### src/rtl/muldiv_ab_ctrl.sv
// ---------------------------------------------------------------------------
// muldiv_ab_ctrl
//   Multi-cycle sequencer for the 8051 MUL AB / DIV AB instructions.
//   Operands are latched from A and B on an accepted start. The block then
//   runs DATA_WIDTH iterations of either a shift-add multiply or a restoring
//   divide. It finishes with a one-cycle DONE state that pulses the A/B SFR
//   write strobes and the PSW write strobe (OV value, CY cleared).
//
// Ports
//   clock   in   system clock, rising edge
//   reset   in   asynchronous, active-high
//   start   in   one-cycle request, sampled only in IDLE
//   op      in   0 = MUL AB, 1 = DIV AB (sampled with start)
//   a_in    in   A SFR value (sampled with start)
//   b_in    in   B SFR value (sampled with start)
//   busy    out  high from the cycle after an accepted start through DONE
//   done    out  one-cycle completion pulse
//   a_out   out  MUL low byte / DIV quotient
//   b_out   out  MUL high byte / DIV remainder
//   wr_a    out  A write strobe (DONE cycle only, suppressed on DIV by zero)
//   wr_b    out  B write strobe (DONE cycle only, suppressed on DIV by zero)
//   ov      out  PSW OV value, valid while psw_wr is high
//   psw_wr  out  PSW write strobe (OV written, CY cleared), equal to done
// ---------------------------------------------------------------------------
module muldiv_ab_ctrl #(
    parameter int DATA_WIDTH = 8,
    parameter bit FAST_DIV0  = 1'b1
) (
    input  logic                  clock,
    input  logic                  reset,
    input  logic                  start,
    input  logic                  op,
    input  logic [DATA_WIDTH-1:0] a_in,
    input  logic [DATA_WIDTH-1:0] b_in,
    output logic                  busy,
    output logic                  done,
    output logic [DATA_WIDTH-1:0] a_out,
    output logic [DATA_WIDTH-1:0] b_out,
    output logic                  wr_a,
    output logic                  wr_b,
    output logic                  ov,
    output logic                  psw_wr
);

    localparam int DW    = DATA_WIDTH;
    localparam int CNT_W = (DW > 2) ? $clog2(DW) : 1;
    localparam logic [CNT_W-1:0] LAST_ITER = CNT_W'(DW - 1);

    localparam logic [1:0] IDLE    = 2'd0;
    localparam logic [1:0] CALC    = 2'd1;
    localparam logic [1:0] DONE_ST = 2'd2;

    logic [1:0]       state_reg;
    logic [CNT_W-1:0] cnt_reg;
    logic             op_reg;
    logic             div0_reg;
    // MUL: multiplicand (A). DIV: divisor (B).
    logic [DW-1:0]    operand_reg;
    // Shared datapath: hi holds the upper product half / partial remainder
    // (one extra bit for the add carry or the shifted-in remainder bit),
    // lo holds the multiplier being consumed / dividend becoming quotient.
    logic [DW:0]      hi_reg;
    logic [DW-1:0]    lo_reg;

    logic             busy_reg, done_reg, wr_a_reg, wr_b_reg, ov_reg, psw_wr_reg;
    logic [DW-1:0]    a_out_reg, b_out_reg;

    logic [DW:0]      hi_next;
    logic [DW-1:0]    lo_next;
    logic [DW:0]      sum;
    logic [DW:0]      shifted;
    logic [DW:0]      divisor_ext;

    // One iteration of the selected algorithm.
    always_comb begin
        hi_next     = hi_reg;
        lo_next     = lo_reg;
        divisor_ext = {1'b0, operand_reg};
        sum         = {1'b0, hi_reg[DW-1:0]} + (lo_reg[0] ? divisor_ext : '0);
        shifted     = {hi_reg[DW-1:0], lo_reg[DW-1]};
        if (op_reg) begin
            // Restoring divide, quotient bits enter at the LSB of lo.
            if (shifted >= divisor_ext) begin
                hi_next = shifted - divisor_ext;
                lo_next = {lo_reg[DW-2:0], 1'b1};
            end else begin
                hi_next = shifted;
                lo_next = {lo_reg[DW-2:0], 1'b0};
            end
        end else begin
            // Shift-add multiply: {carry, hi, lo} shifts right by one.
            hi_next = {1'b0, sum[DW:1]};
            lo_next = {sum[0], lo_reg[DW-1:1]};
        end
    end

    always_ff @(posedge clock or posedge reset) begin
        if (reset) begin
            state_reg   <= IDLE;
            cnt_reg     <= '0;
            op_reg      <= 1'b0;
            div0_reg    <= 1'b0;
            operand_reg <= '0;
            hi_reg      <= '0;
            lo_reg      <= '0;
            busy_reg    <= 1'b0;
            done_reg    <= 1'b0;
            wr_a_reg    <= 1'b0;
            wr_b_reg    <= 1'b0;
            ov_reg      <= 1'b0;
            psw_wr_reg  <= 1'b0;
            a_out_reg   <= '0;
            b_out_reg   <= '0;
        end else begin
            done_reg   <= 1'b0;
            wr_a_reg   <= 1'b0;
            wr_b_reg   <= 1'b0;
            psw_wr_reg <= 1'b0;
            case (state_reg)
                IDLE: begin
                    if (start) begin
                        op_reg      <= op;
                        div0_reg    <= op && (b_in == '0);
                        operand_reg <= op ? b_in : a_in;
                        lo_reg      <= op ? a_in : b_in;
                        hi_reg      <= '0;
                        cnt_reg     <= '0;
                        busy_reg    <= 1'b1;
                        if (FAST_DIV0 && op && (b_in == '0)) begin
                            // Nothing to compute: report OV and leave A/B alone.
                            state_reg  <= DONE_ST;
                            done_reg   <= 1'b1;
                            psw_wr_reg <= 1'b1;
                            ov_reg     <= 1'b1;
                        end else begin
                            state_reg <= CALC;
                        end
                    end
                end
                CALC: begin
                    hi_reg  <= hi_next;
                    lo_reg  <= lo_next;
                    cnt_reg <= cnt_reg + CNT_W'(1);
                    if (cnt_reg == LAST_ITER) begin
                        state_reg  <= DONE_ST;
                        done_reg   <= 1'b1;
                        psw_wr_reg <= 1'b1;
                        if (div0_reg) begin
                            ov_reg <= 1'b1;
                        end else begin
                            ov_reg    <= op_reg ? 1'b0 : (hi_next[DW-1:0] != '0);
                            a_out_reg <= lo_next;
                            b_out_reg <= hi_next[DW-1:0];
                            wr_a_reg  <= 1'b1;
                            wr_b_reg  <= 1'b1;
                        end
                    end
                end
                DONE_ST: begin
                    state_reg <= IDLE;
                    busy_reg  <= 1'b0;
                end
                default: begin
                    state_reg <= IDLE;
                    busy_reg  <= 1'b0;
                end
            endcase
        end
    end

    assign busy   = busy_reg;
    assign done   = done_reg;
    assign a_out  = a_out_reg;
    assign b_out  = b_out_reg;
    assign wr_a   = wr_a_reg;
    assign wr_b   = wr_b_reg;
    assign ov     = ov_reg;
    assign psw_wr = psw_wr_reg;

endmodule

### config.mk
export PLATFORM = sky130hd
export DESIGN_NAME = muldiv_ab_ctrl
export DESIGN_NICKNAME = d
export VERILOG_FILES = /design/src/rtl/muldiv_ab_ctrl.sv
export SDC_FILE = /design/constraint.sdc
export NUM_CORES = 1
export LEC_CHECK = 0
export CAP_MARGIN = 20
export CORE_AREA = 5 5 68 95
export CTS_BUF_LIST = sky130_fd_sc_hd__clkbuf_8
export CTS_CLUSTER_SIZE = 24
export DETAILED_ROUTE_END_ITERATION = 12
export DIE_AREA = 0 0 73 100
export GPL_TIMING_DRIVEN = 0
export PLACE_DENSITY = 0.87
export SYNTH_ARGS = -nofsm -noshare
export SYNTH_HDL_FRONTEND = slang
export SYNTH_SLANG_ARGS = --single-unit
### constraint.sdc
create_clock -name clock -period 3.7 [get_ports clock]
set_input_delay 0.74 -clock clock [delete_from_list [all_inputs] [get_ports clock]]
set_output_delay 0.74 -clock clock [all_outputs]
set_load 0.01 [all_outputs]
==> metrics.cfg <==
[logic_synthesis]
syn-cell-area_um2=3180
postSynth.asyncResetShare_pct=100
synth_edf_count=0
synth.top_cell.area_share_pct=40.1
syn_inst=344
synth.largest_area_cell=dfrtp_1
synth-seq-cells=51
synth_top_flop_cell=dfrtp_1
yosysWarnings=0
syn-num-nets=384
synth_area_leaders=dfrtp_1 40%, mux2i_1 7.2%, ha_1 7.1%, nand2_1 6.1%, o21ai_0 5.3%
postSynthAreaPerCell_um2=9.26
ys_types=57
ys_seq_area_share_pct=40.1

[setup_path]
r2r_cells=10
cp_max_fo=3
max_stage_delay_ns=0.42
crit_path_top_delay_cell=fa_1
r2r_setup_slack_ns=0.97
required_ns=3.95
arrival_ns=2.98
cp_cell_sequence=inv_1, ha_1, fa_1, nand2b_1, a211oi_1, o21a_1, nor3_1, o311ai_1, o21a_1, mux2_2
crit_family=compound AO/OA/AOI/OAI gates
worst_setup_path_start_kind=flop
critical_path_class=flop to flop
crit_top_cell=o21a_1
rr_endpoint=b_out[6]
r2r_start=lo_reg[7]
cp_num_buf_inv=1
critPathCaptureType=flop

[pwr]
report.power.total_w=0.00380
leakagePower_nw=1.70
ir_drop_uv=704
p_per_area_nw_per_um2=1000

[clock_network]
cts_inserted_buffers=5
cts_max_level=2
cts_root_buffer=clkbuf_8
cts_hold_buffers=0
clkTransAtPathRegs_ns=0.09
clock_sinks=51
insertion_delay_ns=0.31
cts_setup_buffers=0
clockBufferDepth=2
ctsResizeCount=0
cts_tree=done

[sta]
setup_tns_ns=0
worstMarginPinSlew_ns=0.694
final-hold-violation-count=0
finalWorstPathRequiredPeriod_ns=2.73
period_share_pct=73.7
setup_viol=0
grt_setup_unrepaired=false
finalClockSkew_ns=0.0117
slew_headroom_pct=53.1
slew_violations=0
holdWs_ns=0.490
max_freq_mhz=367

[global_routing]
antenna_found_initial=0
grt.total_usage_pct=24.6
grt_pass1_wl_um=13900
grt-ovfl-total=0
grt_pass1_vias=2825
grt_max_degree=34

[route]
drc=0
drtIter0Drc=116
met3_length_um=215
drtPass1Iterations=4
route.detailed.wl_per_inst_um=18.1
viasPerCell=5.99
top_layer_used=met4
detail-route-antenna-nets=0
drt-total-wl_um=8340
dr_wl_met2_um=4460
met1Wirelength_um=3250
vias=2763

[finish]
final_cell_mix=52 x nand2_1, 51 x dfrtp_1, 40 x clkdlybuf4s50_1
n_antenna_cell=0
area_growth_pct=18.9
drive_gt1_share_pct=7.89
final_nets=432
layout_commonest_cell=nand2_1
final_cells=461

[placed_design]
place.gp.congestion=0.947
portBuffers=40
place_hpwl_um=6590
dp_cells=453

[min_path]
hold_depth=2
hold_start=a_out[7]
min_to=a_out[7]
hold_class=flop to flop

[run]
cap_violations=0

[floorplanning]
fp.dieH_um=100
start_util_pct=58.5
core_area_um2=5450
die_area_um2=7300
ios=42
die_w_um=73
rows=32

[outcome]
status=complete, no violations

## layer usage
layer | track usage [%] | vias to the layer above
met1 | 27.9 | 1349
met5 | 0 | -
met3 | 3.01 | 25
met2 | 44.0 | 61
met4 | 13.1 | 0
li1 | - | 1328
## report_power, final
group / internal (W) / total [W] / switching, W
registers: 0.000817 / 0.00104 / 0.000220
clock network: 0.000153 / 0.000342 / 0.000189
logic: 0.00102 / 0.00242 / 0.00141
## per-stage QoR
stage / utilization [%] / setup slack (ns) / instance area, µm²
2_1_floorplan: - / 1.36 / 3180
3_3_place_gp: 67.4 / 0.822 / 3670
3_5_place_dp: 67.8 / 0.849 / 3690
4_1_cts: 69.5 / 1.03 / 3790
5_1_grt: 69.5 / 0.899 / 3790
6_report: 69.5 / 0.972 / 3790
## final cells by class
type	count	area, µm²
clock inverters	2	13.8
inverters	15	56.3
repair buffers	41	420
plain buffers	19	88.8
flip-flops and latches	51	1280
multi-input cells	259	1760
clock buffers	6	82.6
well taps	68	85.1
fillers	449	1660
## worst max path at each step
stage	start	to	slack, ns	depth (start not counted)
final	lo_reg[7]	b_out[6]	0.97	10
after global routing	lo_reg[7]	b_out[6]	0.90	10
after CTS	lo_reg[7]	b_out[6]	1.03	10
after detailed placement	b_in[2]	ov	0.85	8
after global placement	reset	hi_reg[0]	0.82	2
after floorplan	lo_reg[0]	ov	1.36	9
## cells by family after synthesis
kind of cell	count (synthesis)	synth area share, %
AO/OA/AOI/OAI	96	20.9
XOR/XNOR	7	1.93
adder cells (fa/ha/maj)	20	8.33
buffers and inverters	34	4.56
flip-flops	51	40.1
multiplexers	25	7.94
AND/OR/NAND/NOR	111	16.3
## worst min-delay path, cell delays in order (launching register included)
cell and delay [ns]:
dfrtp_1 0.35, nand2_1 0.04, o21ai_0 0.06
## cells in the mapped netlist (all sizes together), types with 2 or more instances
library cell,instances
and2,11
nand3,15
fa,2
mux2,2
o22ai,2
nor2,15
buf,5
a22oi,2
xnor2,4
ha,18
a311oi,2
o21a,6
a31oi,6
nor3,4
a211oi,5
mux2i,23
nor2b,3
xor2,3
nand2,53
clkbuf,14
o2111ai,2
o221ai,8
a21oi,7
o21ai,45
nand2b,2
inv,15
dfrtp,51
Note: power is estimated with default switching activity, not from simulation.
